`src/rtl/dragon_pkg.sv`:
```
// dragon_pkg: shared grid geometry, food placement defaults and state encoding
package dragon_pkg;
  localparam int GRID_W = 80;
  localparam int GRID_H = 60;
  localparam int COORD_W = 7;
  localparam int DEF_X_MIN = 1;
  localparam int DEF_X_MAX = GRID_W - 2;
  localparam int DEF_Y_MIN = 1;
  localparam int DEF_Y_MAX = GRID_H - 2;
  typedef enum logic [1:0] {IDLE, SAMPLE, QUERY, WAIT} food_state_t;
endpackage

```
`src/rtl/food_placer.sv`:
```
// food_placer: samples random grid coordinates until an in-range, unoccupied cell is found
module food_placer
  import dragon_pkg::*;
#(
  parameter int X_MIN = DEF_X_MIN,
  parameter int X_MAX = DEF_X_MAX,
  parameter int Y_MIN = DEF_Y_MIN,
  parameter int Y_MAX = DEF_Y_MAX,
  parameter int MAX_TRIES = 8,
  parameter int RESP_TIMEOUT = 16
) (
  input  logic               pixel_clk,
  input  logic               rst,
  input  logic               clear,
  input  logic               place_req,
  input  logic [COORD_W-1:0] rand_X,
  input  logic [COORD_W-1:0] rand_Y,
  output logic               occ_query_valid,
  output logic [COORD_W-1:0] occ_query_X,
  output logic [COORD_W-1:0] occ_query_Y,
  input  logic               occ_resp_valid,
  input  logic               occ_hit,
  output logic               busy,
  output logic [COORD_W-1:0] food_X,
  output logic [COORD_W-1:0] food_Y,
  output logic               food_valid,
  output logic               place_done,
  output logic               place_fail
);
  localparam logic [COORD_W-1:0] XL = COORD_W'(X_MIN);
  localparam logic [COORD_W-1:0] XH = COORD_W'(X_MAX);
  localparam logic [COORD_W-1:0] YL = COORD_W'(Y_MIN);
  localparam logic [COORD_W-1:0] YH = COORD_W'(Y_MAX);
  localparam logic [3:0] TRY_LIM = 4'(MAX_TRIES);
  localparam logic [4:0] TO_LIM = 5'(RESP_TIMEOUT - 1);
  food_state_t state, state_d;
  logic [COORD_W-1:0] cand_x, cand_y, fx_d, fy_d;
  logic [3:0] try_cnt, try_now;
  logic [4:0] to_cnt;
  logic in_rng, fail_try, exhaust, commit;
  logic query_d, done_d, fail_d, fvalid_d;
  // an X/Z sample never compares true, so it is rejected like any out-of-range value
  always_comb begin
    in_rng = ((rand_X >= XL) && (rand_X <= XH) && (rand_Y >= YL) && (rand_Y <= YH)) === 1'b1;
    try_now = state == SAMPLE ? try_cnt + 4'd1 : try_cnt;
    commit = state == WAIT && occ_resp_valid && !occ_hit;
    fail_try = state == SAMPLE ? !in_rng
             : state == WAIT && (occ_resp_valid ? occ_hit : to_cnt == TO_LIM);
    exhaust = fail_try && try_now == TRY_LIM;
  end
  always_comb begin
    state_d = state;
    if (clear) state_d = IDLE;
    else
      case (state)
        IDLE:    state_d = place_req ? SAMPLE : IDLE;
        SAMPLE:  state_d = in_rng ? QUERY : exhaust ? IDLE : SAMPLE;
        QUERY:   state_d = WAIT;
        WAIT:    state_d = (commit || exhaust) ? IDLE : fail_try ? SAMPLE : WAIT;
        default: state_d = IDLE;
      endcase
  end
  always_comb begin
    query_d = state_d == QUERY;
    done_d = !clear && commit;
    fail_d = !clear && exhaust;
    fvalid_d = clear ? 1'b0 : commit ? 1'b1 : food_valid;
    fx_d = done_d ? cand_x : food_X;
    fy_d = done_d ? cand_y : food_Y;
  end
  always_ff @(posedge pixel_clk or posedge rst) begin
    if (rst) begin
      state <= IDLE;
      cand_x <= '0;
      cand_y <= '0;
      try_cnt <= '0;
      to_cnt <= '0;
      busy <= 1'b0;
      occ_query_valid <= 1'b0;
      place_done <= 1'b0;
      place_fail <= 1'b0;
      food_valid <= 1'b0;
      food_X <= '0;
      food_Y <= '0;
    end else begin
      state <= state_d;
      busy <= state_d != IDLE;
      occ_query_valid <= query_d;
      place_done <= done_d;
      place_fail <= fail_d;
      food_valid <= fvalid_d;
      food_X <= fx_d;
      food_Y <= fy_d;
      try_cnt <= state == IDLE ? 4'd0 : try_now;
      to_cnt <= state == WAIT ? to_cnt + 5'd1 : 5'd0;
      if (state == SAMPLE) begin
        cand_x <= rand_X;
        cand_y <= rand_Y;
      end
    end
  end
  assign occ_query_X = cand_x;
  assign occ_query_Y = cand_y;
endmodule
```
`config.mk`:
```
export PLATFORM = sky130hd
export DESIGN_NAME = food_placer
export DESIGN_NICKNAME = d
export VERILOG_FILES = /design/src/rtl/dragon_pkg.sv /design/src/rtl/food_placer.sv
export SDC_FILE = /design/constraint.sdc
export NUM_CORES = 1
export LEC_CHECK = 0
export BUFFER_PORTS_ARGS = -buffer_cell sky130_fd_sc_hd__buf_2
export CAP_MARGIN = 20
export CORE_UTILIZATION = 30
export DETAILED_ROUTE_END_ITERATION = 8
export GPL_TIMING_DRIVEN = 0
export SYNTH_ARGS = -nofsm -noshare
export SYNTH_HDL_FRONTEND = slang
export SYNTH_SLANG_ARGS = --single-unit
export TNS_END_PERCENT = 30
```
`constraint.sdc`:
```
create_clock -name pixel_clk -period 1.9 [get_ports pixel_clk]
set_input_delay 0.285 -clock pixel_clk [delete_from_list [all_inputs] [get_ports pixel_clk]]
set_output_delay 0.285 -clock pixel_clk [all_outputs]
set_load 0.1 [all_outputs]
```
=== Word-level counts from Yosys, hierarchy flattened ===
Index checks and enable logic that the tools add are counted.

* Input bits: 20
* Output and inout port bits: 33
* Register bits: 44

* Add/subtract/negate cells: 2
* Multiplexer cells: 14
* $lt $le $gt $ge: 4
* Equal/unequal tests: 7
* Reductions and logical operators: 16

{| class="wikitable"
|+ Operator list
! kind !! number
|-
| $ge A7 B1 Y1 const B || 2
|-
| $logic_and A1 B1 Y1 || 9
|-
| $mux W2 || 4
|-
| $mux W4 || 2
|-
| $pmux W2 S4 || 1
|-
| $le A7 B6 Y1 const B || 1
|-
| $le A7 B7 Y1 const B || 1
|-
| $eq A2 B2 Y1 const B || 3
|-
| $mux W1 || 6
|-
| $add A5 B1 Y5 const B || 1
|-
| $eq A5 B4 Y1 const B || 1
|-
| $mux W5 || 1
|-
| $add A4 B1 Y4 const B || 1
|-
| $eq A4 B4 Y1 const B || 1
|-
| $reduce_bool A2 Y1 || 2
|-
| $logic_not A1 Y1 || 3
|-
| $eq A2 B1 Y1 const B || 1
|-
| $logic_not A2 Y1 || 1
|-
| $eqx A1 B1 Y1 const B || 1
|-
| $logic_or A1 B1 Y1 || 1
|}

=== Logic depth before layout (Yosys ltp) ===
Gate-level depths: netlist (run 1).

* Depth in word-level cells: 13
* Depth in mapped cells: 8
* Depth with buffers taken out: 8

=== Worst setup path after synthesis (run 1) ===
No wires, ideal clock.

* Path type: reg-to-reg
* Start point: register to_cnt[0]
* End point: register busy
* Path buffers: 0
* Setup slack: 0.347 ns
* Arrival: 1.423 ns
* Setup time: 0.129 ns
* Period minus slack after synthesis: 1.553 ns
* Data required time: 1.771 ns
* Cell stages (with the launch flop): 9
* Path through: dfrtp_1 ha_1 and3_1 ha_1 nor2_1 nor3b_1 o21ai_0 nor3_2 o211ai_2

* Word-level cells in the longest chain between the ends: 10
* Elaborated cells between the ends (all ways): 13
* Those cells by class: eq/ne (1); mux (8); reduce/logical (4)

{| class="wikitable"
|+ RTL lines
! item !! line !! source
|-
| start, declared || food_placer.sv:39 || <nowiki>logic [4:0] to_cnt;</nowiki>
|-
| start signal, assigned || food_placer.sv:95 || <nowiki>to_cnt <= state == WAIT ? to_cnt + 5'd1 : 5'd0;</nowiki>
|-
| $eq A5 B4 Y1 (*) || food_placer.sv:48 || <nowiki>: state == WAIT && (occ_resp_valid ? occ_hit : to_cnt == TO_LIM);</nowiki>
|-
| $mux W1 (*) || food_placer.sv:48 ||
|-
| $logic_and A1 B1 Y1 (*) || food_placer.sv:48 ||
|-
| $mux W1 (*) || food_placer.sv:47 || <nowiki>fail_try = state == SAMPLE ? !in_rng</nowiki>
|-
| $logic_and A1 B1 Y1 || food_placer.sv:49 || <nowiki>exhaust = fail_try && try_now == TRY_LIM;</nowiki>
|-
| $mux W1 / $logic_or A1 B1 Y1 (equally long branches) || food_placer.sv:57, food_placer.sv:59 ||
|-
| $mux W2, on equally long branches || food_placer.sv:57, food_placer.sv:59 ||
|-
| $pmux W2 S4 (*) || food_placer.sv:55 || <nowiki>case (state)</nowiki>
|-
| $mux W2 (*) || food_placer.sv:53 || <nowiki>if (clear) state_d = IDLE;</nowiki>
|-
| $reduce_bool A2 Y1 (*) || food_placer.sv:87 || <nowiki>busy <= state_d != IDLE;</nowiki>
|-
| end signal, assigned || food_placer.sv:78 || <nowiki>busy <= 1'b0;</nowiki>
|-
| end signal, assigned || food_placer.sv:87 ||
|-
| end, declared || food_placer.sv:23 || <nowiki>output logic busy,</nowiki>
|}

Mark *: on every way between the ends. The rest lies on a longest branch, timed or not.
A chain may end at the register's enable or synchronous reset.

=== Worst setup path in the final report (run 1) ===
Same ends and word-level chain as after synthesis.

==> results.sh, run 1 <==
export IMPL_status="finished clean"
export IMPL_start_kind="register"
export IMPL_worstPathRequired_ps=2110
export IMPL_async_flop_share=1.00
export IMPL_ys_ff_latch=44
export IMPL_hold_violations=0
export IMPL_grt_max_degree=24
export IMPL_viasPerCell=4.45
export IMPL_crit_path_frequent_cell="ha_1"
export IMPL_dr_pass1_iters=4
export IMPL_rsz0062_at_grt="no"
export IMPL_gpl_final_weighted_congestion=0.713
export IMPL_num_io_pins=53
export IMPL_synth_area_um2=1980
export IMPL_crit_chain="ha_1 -> and3_1 -> ha_1 -> nor2_1 -> nor3b_2 -> o21ai_0 -> nor3_2 -> o211ai_2"
export IMPL_tightest_slew_ps=519
export IMPL_regToRegStartpoint="to_cnt[0]"
export IMPL_endpoint_kind="register"
export IMPL_cpPeakStageDelay_ps=400
export IMPL_cts_buffer_depth=2
export IMPL_totalWireLength_mm=3.88
export IMPL_fmax_ghz=0.602
export IMPL_cp_slowest_cell="dfrtp_1"
export IMPL_dpl_instance_area_um2=2360
export IMPL_overflow=0
export IMPL_yosysMostFrequentCell="nand2_1"
export IMPL_crit_type="reg -> reg"
export IMPL_synth_nets=205
export IMPL_p_int_mw=1.46
export IMPL_postRouteAntennaNets=0
export IMPL_h_tree_depth=2
export IMPL_power_frac_clock=0.200
export IMPL_dp_hpwl_mm=2.93
export IMPL_synthTopCellsByCount="52 x nand2_1, 44 x dfrtp_1, 15 x nor2_1"
export IMPL_maxSlewHeadroom=0.653
export IMPL_hold_class="in -> async"
export IMPL_cts_sinks=44
export IMPL_grt_pass1_vias=1355
export IMPL_yosysTopAreaCellShare=0.557
export IMPL_numCtsBuffers=5
export IMPL_postSynthAreaPerCell_um2=10.9
export IMPL_worst_clock_skew_ps=6.72
export IMPL_core_um2=6350
export IMPL_r2r_end="busy"
export IMPL_die_y_um=83.2
export IMPL_start_util=0.311
export IMPL_ir_drop_mv=0.665
export IMPL_drc_errors=0
export IMPL_grt_use_total=0.122
export IMPL_cellPowerDensity_nw_per_um2=1100
export IMPL_yosys_most_used_dff="dfrtp_1"
export IMPL_insertion_delay_ps=290
export IMPL_drt_iter0_drc=73
export IMPL_reg2reg_depth=8
export IMPL_rrSetupSlack_ps=240
export IMPL_finalMaxSlewViolations=0
export IMPL_diodes=0
export IMPL_fin_crit_ps=1660
export IMPL_fin_tns_setup_ps=0
export IMPL_grt_pass1_wl_mm=6.63
export IMPL_yosys_top_cells_area="dfrtp_1 56%, nand2_1 9.9%, mux2_4 6.8%"
export IMPL_yosysSeqAreaShare=0.557
export IMPL_fp_dieArea_um2=6920
export IMPL_synthToLayoutAreaGrowth_pct=23.6
export IMPL_period_share=0.875
export IMPL_fin_area_um2=2440
export IMPL_cts_root_buffer="clkbuf_8"
export IMPL_post_drt_wl_per_cell_um=12.1
export IMPL_antenna_found_initial=0
export IMPL_vias=1421
export IMPL_synth_edf_count=0
export IMPL_synthCells=182
export IMPL_yosysTopAreaCell="dfrtp_1"
export IMPL_row_count=29
export IMPL_swShare=0.457
export IMPL_die_w_um=83.2
export IMPL_p_seq_frac=0.412
export IMPL_clkTransAtPathRegs_ps=80
export IMPL_cts_tree="built"
export IMPL_cts_hold_buffers=0
export IMPL_synthDistinctLibCells=38
export IMPL_maxCapViolations=0
export IMPL_power_frac_comb=0.388
export IMPL_cpLargestDelayFamily="simple AND/OR/NAND/NOR gates"
export IMPL_cp_buffers_inverters=0
export IMPL_cp_arrival_ps=1870
export IMPL_yosysWarnings=0
export IMPL_leakagePower_nw=1.33
export IMPL_drive_above_1_share=0.372
export IMPL_io_buffers=52
export IMPL_setup_violations=0
export IMPL_power_switching_mw=1.23
export IMPL_cp_max_fo=3
export IMPL_final_nets=265
[routing by layer]
metal	global-route usage	up-vias	part of all wire
met5	0	-	0
met4	0.0423	0	0.014
met3	0.0417	6	0.053
met2	0.184	31	0.45
met1	0.164	663	0.48
li1	-	721	-
[how the worst max path moves through the flow]
stage               startpoint         to  slack (ps)  cells past startpoint
finish               to_cnt[0]       busy         240                      8
global route         to_cnt[0]       busy          90                      8
CTS                  to_cnt[0]       busy         180                      8
detailed placement   to_cnt[0]       busy         210                      8
global placement           rst  food_X[3]         -30                      2
floorplan            to_cnt[0]       busy         350                      8
[power groups by stage]
stage / clock network, mW / logic, mW / registers (mW)
after floorplan: 0 / 0.184 / 1.81
after global placement: 0 / 1.04 / 1.12
after detailed placement: 0 / 1.05 / 1.13
after CTS: 0.562 / 1.05 / 1.11
after global routing: 0.604 / 1.10 / 1.13
final: 0.540 / 1.05 / 1.11
[final cells by class]
cell class | count | area [um^2]
fillers | 622 | 3910
multi-input cells | 128 | 807
clock inverters | 1 | 5.00
flip-flops and latches | 44 | 1100
inverters | 3 | 11.3
clock buffers | 6 | 72.6
repair buffers | 53 | 288
well taps | 77 | 96.3
plain buffers | 7 | 62.6
[placed cells by master (no fill, tap or decap), drive strengths merged, types with 2 or more instances in the layout]
cell,count
buf,59
nand2,53
dfrtp,44
nor2,15
mux2,14
clkbuf,7
o21ai,6
nor3,6
nor2b,4
nand3,3
ha,3
inv,3
nand2b,2
and3,2
xor2,2
nor4,2
a21oi,2
nand4,2
a31o,2
[kinds of logic after synthesis]
family / Yosys count / synth area share
adders and majority gates: 3 / 0.0190
muxes: 14 / 0.0968
and+or+nand+nor: 93 / 0.225
buffers and inverters: 10 / 0.0373
DFF: 44 / 0.557
AOI/OAI and AO/OA: 15 / 0.0513
xor gates and xnor gates: 3 / 0.0133
[per-stage QoR]
stage / total power, mW / instances / util / setup WS, ps / hold WS, ps
CTS: 2.73 / 319 / 0.384 / 180 / 33.4
floorplan: 1.99 / 182 / - / 347 / 390
detailed placement: 2.18 / 312 / 0.372 / 211 / 357
global placement: 2.17 / 311 / 0.367 / -33.8 / 448
finish: 2.70 / 319 / 0.385 / 238 / 17.5
global route: 2.83 / 319 / 0.385 / 89.1 / 57.2
[sequential cells by signal (all words and copies together) (netlist names)]
signal	count
state	2
food_X	7
occ_query_valid	1
place_done	1
to_cnt	5
occ_query_X	7
occ_query_Y	7
try_cnt	4
food_valid	1
food_Y	7
busy	1
place_fail	1
[what timing repair did]
item	in CTS	in global routing
gates resized for setup	0	1
buffers inserted	0	0
endpoints found under the setup margin	0	1
No activity file was read; power rests on OpenSTA's default activity.
==> run 2, diff against run 1 <==
Settings changed: PLACE_DENSITY from default to 0.49.
==> results.sh, run 2 (synthesis results as in run 1) <==
export IMPL_status="finished clean"
export IMPL_setup_violations=0
export IMPL_maxSlewHeadroom=0.672
export IMPL_post_cts_buffers=0
export IMPL_core_um2=6350
export IMPL_final_nets=266
export IMPL_fin_crit_ps=1730
export IMPL_hold_class="in -> reg"
export IMPL_reg2reg_depth=8
export IMPL_min_path_cells=3
export IMPL_drt_iter0_drc=58
export IMPL_hold_violations=0
export IMPL_start_util=0.311
export IMPL_row_count=29
export IMPL_insertion_delay_ps=300
export IMPL_grt_pass1_vias=1376
export IMPL_cts_root_buffer="clkbuf_8"
export IMPL_placedCellCount=312
export IMPL_nFillCells=650
export IMPL_fin_cells=321
export IMPL_final_common_cell="buf_2"
export IMPL_vias=1436
export IMPL_fp_dieArea_um2=6920
export IMPL_cp_arrival_ps=1950
export IMPL_io_buffers=52
export IMPL_clkTransAtPathRegs_ps=90
export IMPL_grt_use_total=0.132
export IMPL_overflow=0
export IMPL_dp_hpwl_mm=2.96
export IMPL_num_io_pins=53
export IMPL_tightest_slew_ps=496
export IMPL_dr_pass1_iters=4
export IMPL_worst_clock_skew_ps=9.93
export IMPL_drc_errors=0
export IMPL_cts_sinks=44
export IMPL_cp_max_fo=3
export IMPL_final_cell_mix="54 x buf_2, 52 x nand2_1, 44 x dfrtp_1"
export IMPL_diodes=0
export IMPL_post_drt_wl_per_cell_um=12.8
export IMPL_cts_buffer_depth=2
export IMPL_drive_above_1_share=0.373
export IMPL_endpoint_kind="register"
export IMPL_antenna_found_initial=0
export IMPL_final_core_util=0.390
export IMPL_postRouteAntennaNets=0
export IMPL_crit_type="reg -> reg"
export IMPL_rsz0062_at_grt="no"
export IMPL_worstPathRequired_ps=2110
export IMPL_cts_tree="built"
export IMPL_gpl_final_weighted_congestion=0.698
export IMPL_grt_max_degree=38
export IMPL_numCtsBuffers=5
export IMPL_fin_hold_ws_ps=190
export IMPL_die_w_um=83.2
export IMPL_synthToLayoutAreaGrowth_pct=25.3
export IMPL_finalMaxSlewViolations=0
export IMPL_fmax_ghz=0.577
export IMPL_period_share=0.913
export IMPL_die_y_um=83.2
export IMPL_cellPowerDensity_nw_per_um2=1160
export IMPL_ir_drop_mv=0.564
export IMPL_viasPerCell=4.47
export IMPL_grt_pass1_wl_mm=7.21
export IMPL_h_tree_depth=2
export IMPL_start_kind="register"
export IMPL_totalWireLength_mm=4.10
export IMPL_leakagePower_nw=1.35
export IMPL_maxCapViolations=0
[run 2: cell count changes in the layout (fill, tap and decap cells not counted)]
cell / delta
buf_12: +1
buf_16: -1
bufinv_16: +1
dlygate4sd3_1: +1
[run 2: final cells by class]
| class | instances | area, um^2 | area share |
|---|---|---|---|
| flip-flops and latches | 44 | 1100 | 0.445 |
| plain buffers | 7 | 62.6 | 0.0253 |
| clock inverters | 2 | 35.0 | 0.0141 |
| clock buffers | 6 | 72.6 | 0.0293 |
| repair buffers | 54 | 290 | 0.117 |
| multi-input cells | 128 | 807 | 0.326 |
| well taps | 77 | 96.3 | 0.0389 |
| inverters | 3 | 11.3 | 0.00455 |
[run 2: timing repair]
item,4_1_cts,5_1_grt
gates resized for setup,0,1
hold endpoints to repair,7,0
setup endpoints to repair,0,1
hold buffers,1,0
[run 2: power by group]
part           switching (mW)  total (mW)  internal [mW]
logic                   0.873        1.05          0.177
clock network           0.318       0.708          0.391
registers              0.0719        1.11           1.04
total                    1.26        2.87           1.60
[run 2: per-layer routing]
metal	global-route usage	vias up	share of wire
met4	0.0470	0	0.016
met5	0	-	0
met3	0.0348	6	0.060
li1	-	721	-
met1	0.185	665	0.47
met2	0.196	44	0.45
[run 2: metrics by stage]
step	power (mW)	setup WS [ps]	TNS [ps]	instance area, um^2
floorplan	1.99	347	0	1980
global placement	2.17	-82.2	-3500	2330
detailed placement	2.18	148	0	2350
CTS	2.90	86.7	0	2470
global route	3.01	28.0	0	2480
finish	2.87	166	0	2480
[run 2: path summary, 6_finish.rpt]
check,from,endpoint,slack (ps)
worst max-delay path,to_cnt[0],busy,170
worst min-delay path,rand_X[5],occ_query_X[5],190
worst max register to register,to_cnt[0],busy,170
worst min register to register,to_cnt[0],to_cnt[0],460
max in group asynchronous,rst,occ_query_Y[4],1020
min in group asynchronous,rst,to_cnt[4],430
[run 2: worst max-delay path, stage by stage (launching register included)]
cell and delay [ps]:
dfrtp_1 400, ha_1 220, and3_1 180, ha_1 180, nor2_1 120, nor3b_2 70, o21ai_0 200, nor3_2 80
o211ai_2 200
